File: config.mk
export PLATFORM = sky130hd
export DESIGN_NAME = psg_bus_interface
export DESIGN_NICKNAME = d
export VERILOG_FILES = /design/src/rtl/psg_bus_interface.sv
export SDC_FILE = /design/constraint.sdc
export NUM_CORES = 1
export LEC_CHECK = 0
export CAP_MARGIN = 20
export CORE_MARGIN = 2
export CORE_UTILIZATION = 32
export DETAILED_ROUTE_END_ITERATION = 16
export HOLD_SLACK_MARGIN = 0.03
export PLACE_DENSITY = 0.54
export SYNTH_ARGS = -nofsm -noshare
export SYNTH_HDL_FRONTEND = slang
export SYNTH_SLANG_ARGS = --single-unit
export TNS_END_PERCENT = 20
File: constraint.sdc
create_clock -name clk -period 2.8 [get_ports clk]
set_clock_uncertainty 0.05 [all_clocks]
set_input_delay 0.84 -clock clk [delete_from_list [all_inputs] [get_ports clk]]
set_output_delay 0.84 -clock clk [all_outputs]
set_load 0.03 [all_outputs]
File: src/rtl/psg_bus_interface.sv
// -----------------------------------------------------------------------------
// psg_bus_interface
//
// Host-bus front end for the SN76489 PSG core. The asynchronous 8-bit write
// bus (data, WE_n, CE_n) is brought into the clk domain through flip-flop
// synchronisers. Each completed write (WE_n rising while CE_n is low) is queued
// in a small FIFO. Queued bytes are replayed to the PSG register decoder as
// single-cycle strobes, at most one every DRAIN_INTERVAL clocks.
//
// Parameters
//   FIFO_DEPTH      queue depth in bytes (power of two, >= 2)
//   SYNC_STAGES     synchroniser depth on bus_we_n, bus_ce_n and bus_data
//   DRAIN_INTERVAL  minimum clk cycles between successive psg_wr pulses (>= 1)
//   WRITE_CYCLES    ready-low time per write when READY emulation is built in
//
// Build option
//   PSG_READY_EMU_EN  when defined, ready also drops for WRITE_CYCLES clocks
//                     after each host write, mimicking the chip's READY pin.
//                     When undefined, ready only reflects FIFO space.
//
// Ports
//   clk         in   clock
//   reset       in   synchronous, active-high reset
//   bus_data    in   [7:0] asynchronous host data byte (latch/data format)
//   bus_we_n    in   asynchronous write strobe, active low
//   bus_ce_n    in   asynchronous chip enable, active low
//   ready       out  registered: host may issue a write
//   psg_data    out  [7:0] byte to the PSG register decoder, valid with psg_wr
//   psg_wr      out  one-cycle write strobe to the PSG
//   fifo_level  out  number of queued bytes
//   overflow    out  sticky: a host write was dropped because the FIFO was full
//
// Handshake: the host side has no back-pressure beyond ready; a write that
// arrives while the FIFO is full and no byte leaves in the same cycle is
// dropped and flagged in overflow. The PSG side is push-only: psg_wr is a
// one-cycle strobe with psg_data valid in that same cycle, and the decoder
// must accept it unconditionally.
// -----------------------------------------------------------------------------
module psg_bus_interface #(
    parameter int FIFO_DEPTH     = 4,
    parameter int SYNC_STAGES    = 2,
    parameter int DRAIN_INTERVAL = 16,
    parameter int WRITE_CYCLES   = 32
) (
    input  logic                              clk,
    input  logic                              reset,
    input  logic [7:0]                        bus_data,
    input  logic                              bus_we_n,
    input  logic                              bus_ce_n,
    output logic                              ready,
    output logic [7:0]                        psg_data,
    output logic                              psg_wr,
    output logic [$clog2(FIFO_DEPTH+1)-1:0]   fifo_level,
    output logic                              overflow
);

    localparam int LEVEL_W = $clog2(FIFO_DEPTH + 1);
    localparam int PTR_W   = $clog2(FIFO_DEPTH);
    localparam int CNT_W   = $clog2(DRAIN_INTERVAL) + 1;
    localparam int BUSY_W  = $clog2(WRITE_CYCLES + 1);

    localparam logic [LEVEL_W-1:0] DEPTH_L      = LEVEL_W'(FIFO_DEPTH);
    localparam logic [CNT_W-1:0]   DRAIN_RELOAD = CNT_W'(DRAIN_INTERVAL - 1);

    // ------------------------------------------------------------------
    // Synchronisers. Strobes preset high so reset never fabricates an edge.
    // ------------------------------------------------------------------
    logic [SYNC_STAGES-1:0] we_sync;
    logic [SYNC_STAGES-1:0] ce_sync;
    logic [7:0]             data_sync [SYNC_STAGES];

    always_ff @(posedge clk) begin
        if (reset) begin
            we_sync <= '1;
            ce_sync <= '1;
            for (int i = 0; i < SYNC_STAGES; i++) begin
                data_sync[i] <= '0;
            end
        end else begin
            we_sync[0]   <= bus_we_n;
            ce_sync[0]   <= bus_ce_n;
            data_sync[0] <= bus_data;
            for (int i = 1; i < SYNC_STAGES; i++) begin
                we_sync[i]   <= we_sync[i-1];
                ce_sync[i]   <= ce_sync[i-1];
                data_sync[i] <= data_sync[i-1];
            end
        end
    end

    logic       we_s;
    logic       ce_s;
    logic [7:0] data_s;

    assign we_s   = we_sync[SYNC_STAGES-1];
    assign ce_s   = ce_sync[SYNC_STAGES-1];
    assign data_s = data_sync[SYNC_STAGES-1];

    // ------------------------------------------------------------------
    // Write capture. data_hold tracks the bus while the strobe is active,
    // so on the WE_n rise it holds the byte the host presented.
    // ------------------------------------------------------------------
    logic       we_s_q;
    logic       ce_s_q;
    logic [7:0] data_hold;
    logic       wr_event;

    always_ff @(posedge clk) begin
        if (reset) begin
            we_s_q    <= 1'b1;
            ce_s_q    <= 1'b1;
            data_hold <= '0;
        end else begin
            we_s_q <= we_s;
            ce_s_q <= ce_s;
            if (!we_s && !ce_s) begin
                data_hold <= data_s;
            end
        end
    end

    // Rising WE_n with CE_n low in the cycle before the rise.
    assign wr_event = we_s && !we_s_q && !ce_s_q;

    // ------------------------------------------------------------------
    // FIFO and drain scheduler
    // ------------------------------------------------------------------
    logic [7:0]         mem [FIFO_DEPTH];
    logic [PTR_W-1:0]   wr_ptr;
    logic [PTR_W-1:0]   rd_ptr;
    logic [LEVEL_W-1:0] level;
    logic [LEVEL_W-1:0] level_next;
    logic [CNT_W-1:0]   drain_cnt;
    logic               fifo_empty;
    logic               fifo_full;
    logic               push;
    logic               pop;
    logic [7:0]         head;

    always_comb begin
        fifo_empty = (level == '0);
        fifo_full  = (level == DEPTH_L);
        // An empty FIFO can still pop when a write lands this cycle: the
        // incoming byte is the head, so the strobe appears on the next cycle.
        pop        = (!fifo_empty || wr_event) && (drain_cnt == '0);
        push       = wr_event && (!fifo_full || pop);
        head       = fifo_empty ? data_hold : mem[rd_ptr];
        level_next = level;
        case ({push, pop})
            2'b10:   level_next = level + LEVEL_W'(1);
            2'b01:   level_next = level - LEVEL_W'(1);
            default: level_next = level;
        endcase
    end

    always_ff @(posedge clk) begin
        if (push) begin
            mem[wr_ptr] <= data_hold;
        end
    end

    always_ff @(posedge clk) begin
        if (reset) begin
            wr_ptr    <= '0;
            rd_ptr    <= '0;
            level     <= '0;
            drain_cnt <= '0;
            psg_wr    <= 1'b0;
            psg_data  <= '0;
            overflow  <= 1'b0;
        end else begin
            if (push) begin
                wr_ptr <= wr_ptr + PTR_W'(1);
            end
            if (pop) begin
                rd_ptr <= rd_ptr + PTR_W'(1);
            end
            level  <= level_next;
            psg_wr <= pop;
            if (pop) begin
                psg_data <= head;
            end
            if (pop) begin
                drain_cnt <= DRAIN_RELOAD;
            end else if (drain_cnt != '0) begin
                drain_cnt <= drain_cnt - CNT_W'(1);
            end
            if (wr_event && !push) begin
                overflow <= 1'b1;
            end
        end
    end

    assign fifo_level = level;

    // ------------------------------------------------------------------
    // Ready generation
    // ------------------------------------------------------------------
    logic [BUSY_W-1:0] busy_next;

`ifdef PSG_READY_EMU_EN
    localparam logic [BUSY_W-1:0] BUSY_LOAD = BUSY_W'(WRITE_CYCLES);

    logic [BUSY_W-1:0] busy;
    logic              we_fall;

    // The busy window starts when the synchronised strobe goes active.
    assign we_fall = !we_s && we_s_q && !ce_s;

    always_comb begin
        busy_next = busy;
        if (we_fall) begin
            busy_next = BUSY_LOAD;
        end else if (busy != '0) begin
            busy_next = busy - BUSY_W'(1);
        end
    end

    always_ff @(posedge clk) begin
        if (reset) begin
            busy <= '0;
        end else begin
            busy <= busy_next;
        end
    end
`else
    // No chip-busy emulation: the busy term is permanently idle.
    assign busy_next = '0;
`endif

    // Computed from next-state values so ready lines up with fifo_level.
    always_ff @(posedge clk) begin
        if (reset) begin
            ready <= 1'b1;
        end else begin
            ready <= (busy_next == '0) && (level_next < DEPTH_L);
        end
    end

endmodule
Yosys cells after proc, flatten, opt, wreduce, memory -nomap -nowiden
Memory sizes are Yosys's and may differ from the RTL's. A register that Yosys moved wholly into a read port is not among the register bits.
Cells that the tools add are included.
{"block": "classes", "n_eq_ne": 3, "reduce_logical": 20, "bitwise_logic": 2, "order_cmp": 1, "muxes": 13, "addsub": 5}
{"cell": "8-bit two-way mux", "n": 3}
{"cell": "4-bit two-way mux", "n": 2}
{"cell": "1-bit zero test", "n": 7}
{"cell": "1-bit logical AND", "n": 6}
{"cell": "3-bit one-hot mux with 2 select lines", "n": 1}
{"cell": "5-bit zero test", "n": 1}
{"cell": "1-bit two-way mux", "n": 5}
{"cell": "5-bit nonzero test", "n": 1}
{"cell": "5-bit by 1-bit subtractor with 5-bit output (second input constant)", "n": 1}
{"cell": "2-bit by 1-bit adder with 2-bit output (second input constant)", "n": 2}
{"cell": "2-bit two-way mux", "n": 2}
{"cell": "3-bit by 1-bit adder with 3-bit output (second input constant)", "n": 1}
{"cell": "3-bit equality test (second input constant)", "n": 1}
{"cell": "3-bit zero test", "n": 1}
{"cell": "3-bit less-than comparator (second input constant)", "n": 1}
{"cell": "3-bit by 1-bit subtractor with 3-bit output (second input constant)", "n": 1}
{"cell": "2-bit by 1-bit equality test with 1-bit output (second input constant)", "n": 1}
{"cell": "2-bit equality test (second input constant)", "n": 1}
{"cell": "1-bit logical OR", "n": 2}
{"cell": "1-bit OR", "n": 2}
{"cell": "2-bit nonzero test", "n": 1}
{"cell": "2-bit OR reduction", "n": 1}
{"block": "totals", "mem_count": 2, "ramBits": 48, "register_bits": 29}
{"name": "mem", "words": 4, "width": 8, "rd": 1, "rd_clocked_by_memory_dff": 1, "write_ports": 1, "line": "128", "source": "logic [7:0] mem [FIFO_DEPTH];"}
{"name": "data_sync", "words": 2, "width": 8, "rd": 2, "rd_clocked_by_memory_dff": 1, "write_ports": 2, "line": "70", "source": "logic [7:0] data_sync [SYNC_STAGES];"}

Longest topological paths before layout
Gate-level depths: netlist (run 1).
{"block": "logic_depth", "depth_word": 10, "depth_mapped": 11, "mapped_depth_nobuf": 9}

Least setup slack after synthesis (run 1)
OpenSTA, ideal clock, no wires.
{"block": "synth_timing", "path_kind": "flip-flop to flip-flop", "start": "register drain_cnt[0]", "end": "register with a tool-made name", "path_stages_with_launch": 12, "t_arrival_ns": 2.518, "period_less_slack_ns": 2.685, "required_time_ns": 2.633, "n_path_buf": 2, "slack_ns": 0.115, "path_cell_list": "dfxtp_1 -> inv_1 -> ha_1 -> or4b_1 -> buf_2 -> a21oi_4 -> buf_4 -> nand2_1 -> fa_1 -> nor4_1 -> a31oi_1 -> a22o_1"}
{"element": "from (decl)", "line": "133", "source": "logic [CNT_W-1:0] drain_cnt;"}
{"element": "from (signal assigned)", "line": "186", "source": "drain_cnt <= drain_cnt - CNT_W'(1);"}

==> run_results.csv, run 1 <==
group,metric,value,unit
synthesis,ys_warn_count,0,
clock_network,clkSinkCount,87,
global_routing,grt-ovfl-total,0,
place,detailedPlace.worstSlack,303,ps
floorplan,floorplan.initialDensity,32.5,%
detailed_routing,wl_per_cell,13.1,µm
finish,nNetsFinal,307,
clock_network,cts_inserted_buffers,9,
setup_path,required,3000,ps
detailed_routing,drt_pass1_iterations,4,
power,power.leakage,1.26,nW
clock_network,post_cts_resized,0,
power,power_density,654,mW/mm²
global_routing,grtUsageTotal,11.1,%
floorplan,fp.dieH,106,µm
hold_path,hold_class,"reg2reg",
setup_path,worstSetupPathType,"reg2reg",
global_routing,grt_max_degree,49,
sta,setup_viol,0,
synthesis,ys_seq_area_share,62.4,%
clock_network,cts_root_buf,"clkbuf_8",
floorplan,rows,37,
flow_run,maxCapViolCount,0,
floorplan,io_pins,26,
sta,max_freq,398,MHz
detailed_routing,drt-total-wl,5610,µm
floorplan,core,0.0102,mm²
setup_path,path_max_fanout,4,
sta,drv_slew,0,
clock_network,clock_latency,350,ps
place,gp_congestion,0.709,
outcome,status,"complete, no violations",
global_routing,grt_pass1_wl,9550,µm
detailed_routing,viasPerCell,4.50,
global_routing,antenna_found_initial,0,
synthesis,avgSynthCellArea,12.6,µm²
global_routing,grt_most_used_layer,"met2",
detailed_routing,initialDrtViolationCount,127,
global_routing,gr-usage-met2,17.0,%
clock_network,cts_max_level,3,
synthesis,synth_nets,281,
sta,finalCritPeriodShare,89.8,%
place,dp_hpwl,3740,µm
sta,rsz0062_at_grt,"no",
synthesis,synth_cell_types,38,
synthesis,netlist_instances,262,
clock_network,clk_pin_slew,90,ps
global_routing,use_met1,14.3,%
detailed_routing,vias,1929,
synthesis,ys_ff_latch,87,
global_routing,grt_pass1_vias,1941,
synthesis,netlist_area,0.00331,mm²
sta,worst_slack,285,ps
sta,period_needed,2510,ps
floorplan,die_area,0.0112,mm²
clock_network,cts_tree,"done",
sta,maxSlewHeadroom,46.3,%
detailed_routing,antenna_left,0,
clock_network,hold_buffers,0,
finish,insertedDiodeCount,0,
detailed_routing,drcViolationCount,0,
sta,worst_pin_slew,806,ps
place,portBuffers,25,
clock_network,clock_path_buffers,2,
setup_path,start_kind,"flip-flop",
floorplan,dieWidth,106,µm
finish,synthToLayoutAreaGrowth,17.3,%
sta,final_hold_viol_count,0,
power,ir_drop,0.000335,V
finish,drive_above_1_share,19.5,%
sta,setup_tns,0,ps
setup_path,cp_data_arrival_time,2720,ps
setup_path,cp-end-kind,"flip-flop",
clock_network,post-cts-setup-buffers,0,
global_routing,grt_use_met3,4.21,%
[cell type report]
type                    count  area, µm²
well taps                 136        170
flip-flops and latches     87       2060
clock buffers               9        124
inverters                   7       26.3
multi-input cells         152       1140
clock inverters             7       63.8
repair buffers             31        290
fillers                  1009       6300
[per-layer routing]
layer  share of wire (%)  routed length, µm
met1                  50               2810
met4                 1.5                 84
met3                 4.0                226
met5                   0                  0
met2                  44               2490
[kinds of logic (layout without fill, tap and decap cells)]
logic type                 Yosys count  in the layout  synth area share [%]
adders and majority gates            7              7                  2.88
buffers and inverters               23             54                  3.06
xor gates and xnor gates             3              3                 0.795
and+or+nand+nor                     90             90                  14.0
AOI/OAI and AO/OA                   41             41                  10.5
muxes                               11             11                  6.43
DFF                                 87             87                  62.4
[state kept, by name (all words and copies together) (netlist names), named ones only]
register,flops
psg_data,8
mem,32
psg_wr,1
we_sync,2
data_sync,16
ce_s_q,1
fifo_level,2
ce_sync,2
ready,1
data_hold,8
we_s_q,1
drain_cnt,5
wr_ptr,2
overflow,1
rd_ptr,2
[critical path: stages, from the launching register on]
cell,delay [ps]
dfxtp_1,340
inv_1,80
ha_1,170
or4b_1,510
a21oi_4,140
nand2_1,80
fa_1,420
nor4_1,290
a31oi_1,90
a22o_1,230
[metrics by stage]
stage	hold slack (ps)	instance area, µm²	power (mW)	instances	utilization, %
2_1_floorplan	339	3310	1.66	262	-
3_3_place_gp	346	3690	1.74	413	36.3
3_5_place_dp	352	3690	1.74	413	36.3
4_1_cts	374	3880	2.58	429	38.1
5_1_grt	387	3880	2.68	429	38.1
6_report	374	3880	2.54	429	38.1
[power by group]
part	total, mW	leakage (nW)	switching [mW]	internal (mW)
sequential	1.40	0.745	0.0457	1.35
combinational	0.312	0.414	0.172	0.140
clock	0.828	0.0986	0.483	0.345
total	2.54	1.26	0.701	1.84
[synthesized netlist by cell type]
cell type	count	share of area, %
a211oi_1	7	1.6
buf_6	1	0.34
or2_2	6	1.1
or3b_2	1	0.26
buf_2	3	0.45
nor2b_1	18	3.4
o31ai_1	1	0.23
clkbuf_1	8	0.91
fa_1	1	0.61
or4b_1	1	0.30
a31oi_4	1	0.64
dfxtp_1	55	33
a31oi_1	2	0.38
ha_1	6	2.3
nand3_1	1	0.15
o2111ai_1	1	0.26
and2_1	4	0.76
a22o_1	1	0.26
nor4b_2	1	0.45
buf_4	1	0.23
mux4_2	8	5.4
mux2i_1	1	0.30
nand2_1	28	3.2
nor2_1	17	1.9
inv_1	7	0.79
buf_1	3	0.34
nor3_1	2	0.30
or3_1	2	0.38
a21oi_4	1	0.49
o21ai_0	8	1.2
nor4_1	1	0.19
nor2_2	8	1.5
a21oi_1	9	1.4
xnor2_1	3	0.79
edfxtp_1	32	29
a311oi_2	8	3.6
a22oi_1	2	0.45
mux2_1	2	0.68
[layout by cell type (no fill, tap or decap), types with 4 or more instances in the layout]
master / instances
dfxtp_1: 55
edfxtp_1: 32
nand2_1: 28
clkdlybuf4s50_1: 24
nor2b_1: 18
nor2_1: 17
a21oi_1: 9
clkbuf_8: 9
mux4_2: 8
nor2_2: 8
a311oi_2: 8
o21ai_0: 8
inv_1: 7
a211oi_1: 7
or2_2: 6
ha_1: 6
buf_4: 6
and2_1: 4
[path summary, 6_finish.rpt]
kind                      to          from  cells after the start  slack, ps
setup / recovery   flip-flop  drain_cnt[0]                      9        290
hold / removal    ce_sync[1]    ce_sync[0]                      1        370
setup reg to reg   flip-flop  drain_cnt[0]                      9        290
hold reg to reg   ce_sync[1]    ce_sync[0]                      1        370
(Power assumes the default switching activity.)
==> run 2, diff against run 1 <==
--- a/config.mk
+++ b/config.mk
@@ -7,10 +7,10 @@
 export LEC_CHECK = 0
 export CAP_MARGIN = 20
 export CORE_MARGIN = 2
-export CORE_UTILIZATION = 32
+export CORE_UTILIZATION = 45
 export DETAILED_ROUTE_END_ITERATION = 16
-export HOLD_SLACK_MARGIN = 0.03
-export PLACE_DENSITY = 0.54
+export HOLD_SLACK_MARGIN = 0.1
+export PLACE_DENSITY_LB_ADDON = 0.12
 export SYNTH_ARGS = -nofsm -noshare
 export SYNTH_HDL_FRONTEND = slang
 export SYNTH_SLANG_ARGS = --single-unit
==> run_results.csv, run 2 (synthesis results as in run 1) <==
group,metric,value,unit
setup_path,slowest_delay,510,ps
clock_network,cts_inserted_buffers,9,
sta,worst_pin_slew,714,ps
finish,synthToLayoutAreaGrowth,17.0,%
detailed_routing,drt-total-wl,5420,µm
floorplan,dieWidth,89.7,µm
global_routing,antenna_found_initial,0,
detailed_routing,drt_pass1_iterations,4,
hold_path,hp-start,"ce_sync[0]",
finish,regMostFlops,"mem",
floorplan,die_area,0.00805,mm²
power,power.leakage,1.27,nW
global_routing,grt_most_used_layer,"met2",
clock_network,cts_tree,"done",
finish,nNetsFinal,308,
power,ir_drop,0.000290,V
place,detailedPlace.worstSlack,327,ps
clock_network,cts_root_buf,"clkbuf_8",
hold_path,hold_class,"reg2reg",
sta,setup_tns,0,ps
floorplan,rows,31,
place,portBuffers,25,
power,total_power,2.64,mW
setup_path,worstReg2RegStart,"drain_cnt[0]",
setup_path,crit_path_top_delay_cell,"or4b_1",
finish,insertedDiodeCount,0,
finish,drive_above_1_share,19.7,%
sta,finalCritPeriodShare,89.8,%
setup_path,worstSetupPathType,"reg2reg",
global_routing,grt_max_degree,43,
floorplan,fp.dieH,89.7,µm
global_routing,grtUsageTotal,14.0,%
clock_network,hold_buffers,0,
detailed_routing,drcViolationCount,0,
clock_network,clkSinkCount,87,
detailed_routing,wl_per_cell,13.8,µm
sta,final_hold_viol_count,0,
sta,maxSlewHeadroom,52.4,%
place,gp_congestion,0.750,
place,dp_hpwl,3510,µm
finish,fin_util,53.9,%
detailed_routing,viasPerCell,4.92,
flow_run,maxCapViolCount,0,
global_routing,use_met1,19.1,%
clock_network,clock_latency,350,ps
setup_path,start_kind,"flip-flop",
sta,hold_slack,363,ps
sta,max_freq,398,MHz
global_routing,grt_use_met3,3.77,%
clock_network,cts_max_level,3,
finish,fillers,591,
clock_network,clk_pin_slew,90,ps
outcome,status,"complete, no violations",
setup_path,r2r_slack,290,ps
global_routing,grt-ovfl-total,0,
clock_network,clock_path_buffers,2,
global_routing,grt_pass1_vias,1737,
finish,final_common_cell,"dfxtp_1",
finish,multi_input_area,0.00114,mm²
setup_path,required,3000,ps
finish,regArea,0.00206,mm²
detailed_routing,initialDrtViolationCount,95,
setup_path,path_max_fanout,4,
floorplan,floorplan.initialDensity,46.1,%
finish,top_regs,"mem x32, data_sync x16",
hold_path,hold_end,"ce_sync[1]",
detailed_routing,vias,1932,
global_routing,gr-usage-met2,21.5,%
hold_path,hold_depth,1,
power,power_density,683,mW/mm²
clock_network,post-cts-setup-buffers,0,
finish,mostFrequentLayoutCells,"dfxtp_1, edfxtp_1, nand2_1",
floorplan,core,0.00718,mm²
setup_path,cp-end-kind,"flip-flop",
floorplan,io_pins,26,
sta,rsz0062_at_grt,"no",
sta,period_needed,2510,ps
sta,worst_slack,286,ps
setup_path,cp_data_arrival_time,2710,ps
finish,largest_register_ffs,32,
sta,setup_viol,0,
setup_path,reg2reg_depth,9,
sta,drv_slew,0,
clock_network,post_cts_resized,0,
setup_path,critical_path.cell_chain,"inv_1 > ha_1 > or4b_1 > a21oi_4 > nand2_1 > fa_1 > nor4_1 > a31oi_1 > a22o_1",
global_routing,grt_pass1_wl,8780,µm
detailed_routing,antenna_left,0,
## run 2: worst max-delay path by stage
stage                       from             to  slack, ps
floorplan           drain_cnt[0]      flip-flop        110
global placement    drain_cnt[0]      flip-flop        350
detailed placement  drain_cnt[0]      flip-flop        330
CTS                    flip-flop  fifo_level[2]        290
global route        drain_cnt[0]      flip-flop        120
finish              drain_cnt[0]      flip-flop        290
## run 2: final cells by class
type                            count  share of cell area, %
Clock buffer                       10                   3.56
Clock inverter                      6                   1.97
Inverter                            7                  0.679
Multi-Input combinational cell    152                   29.6
Sequential cell                    87                   53.3
Tap cell                           99                   3.20
Timing Repair Buffer               32                   7.70
## run 2: stage by stage
| step | cells | instance area, µm² |
|---|---|---|
| final | 393 | 3870 |
| after global routing | 393 | 3870 |
| after CTS | 393 | 3870 |
| after detailed placement | 377 | 3650 |
| after global placement | 377 | 3650 |
| after floorplan | 262 | 3310 |
## run 2: critical path, delay by kind of cell, from the launching register on
family	cells	cell delay (ps)
DFF	1	340
adders and majority gates	2	600
AOI/OAI and AO/OA	3	450
and+or+nand+nor	3	880
buffers and inverters	1	90
## run 2: where the power goes
group	leakage (nW)	switching, mW	internal (mW)	total [mW]
Combinational	0.419	0.170	0.153	0.323
Clock	0.109	0.465	0.452	0.918
Sequential	0.745	0.0479	1.35	1.40
## run 2: routing by layer
| layer | part of all wire (%) | up-vias |
|---|---|---|
| li1 | - | 974 |
| met1 | 49 | 921 |
| met2 | 46 | 30 |
| met3 | 3.4 | 7 |
| met4 | 1.4 | 0 |
| met5 | 0 | - |
==> run 3, diff against run 2 <==
==> constraint.sdc (replaced) <==
create_clock -name clk -period 2.8 [get_ports clk]
set_clock_uncertainty 0.05 [all_clocks]
set_input_delay 0.84 -clock clk [delete_from_list [all_inputs] [get_ports clk]]
set_output_delay 0.84 -clock clk [all_outputs]
set_load 0.005 [all_outputs]
==> results of run 3 <==
The final DEF is identical to that of run 2. Status: complete, no violations.
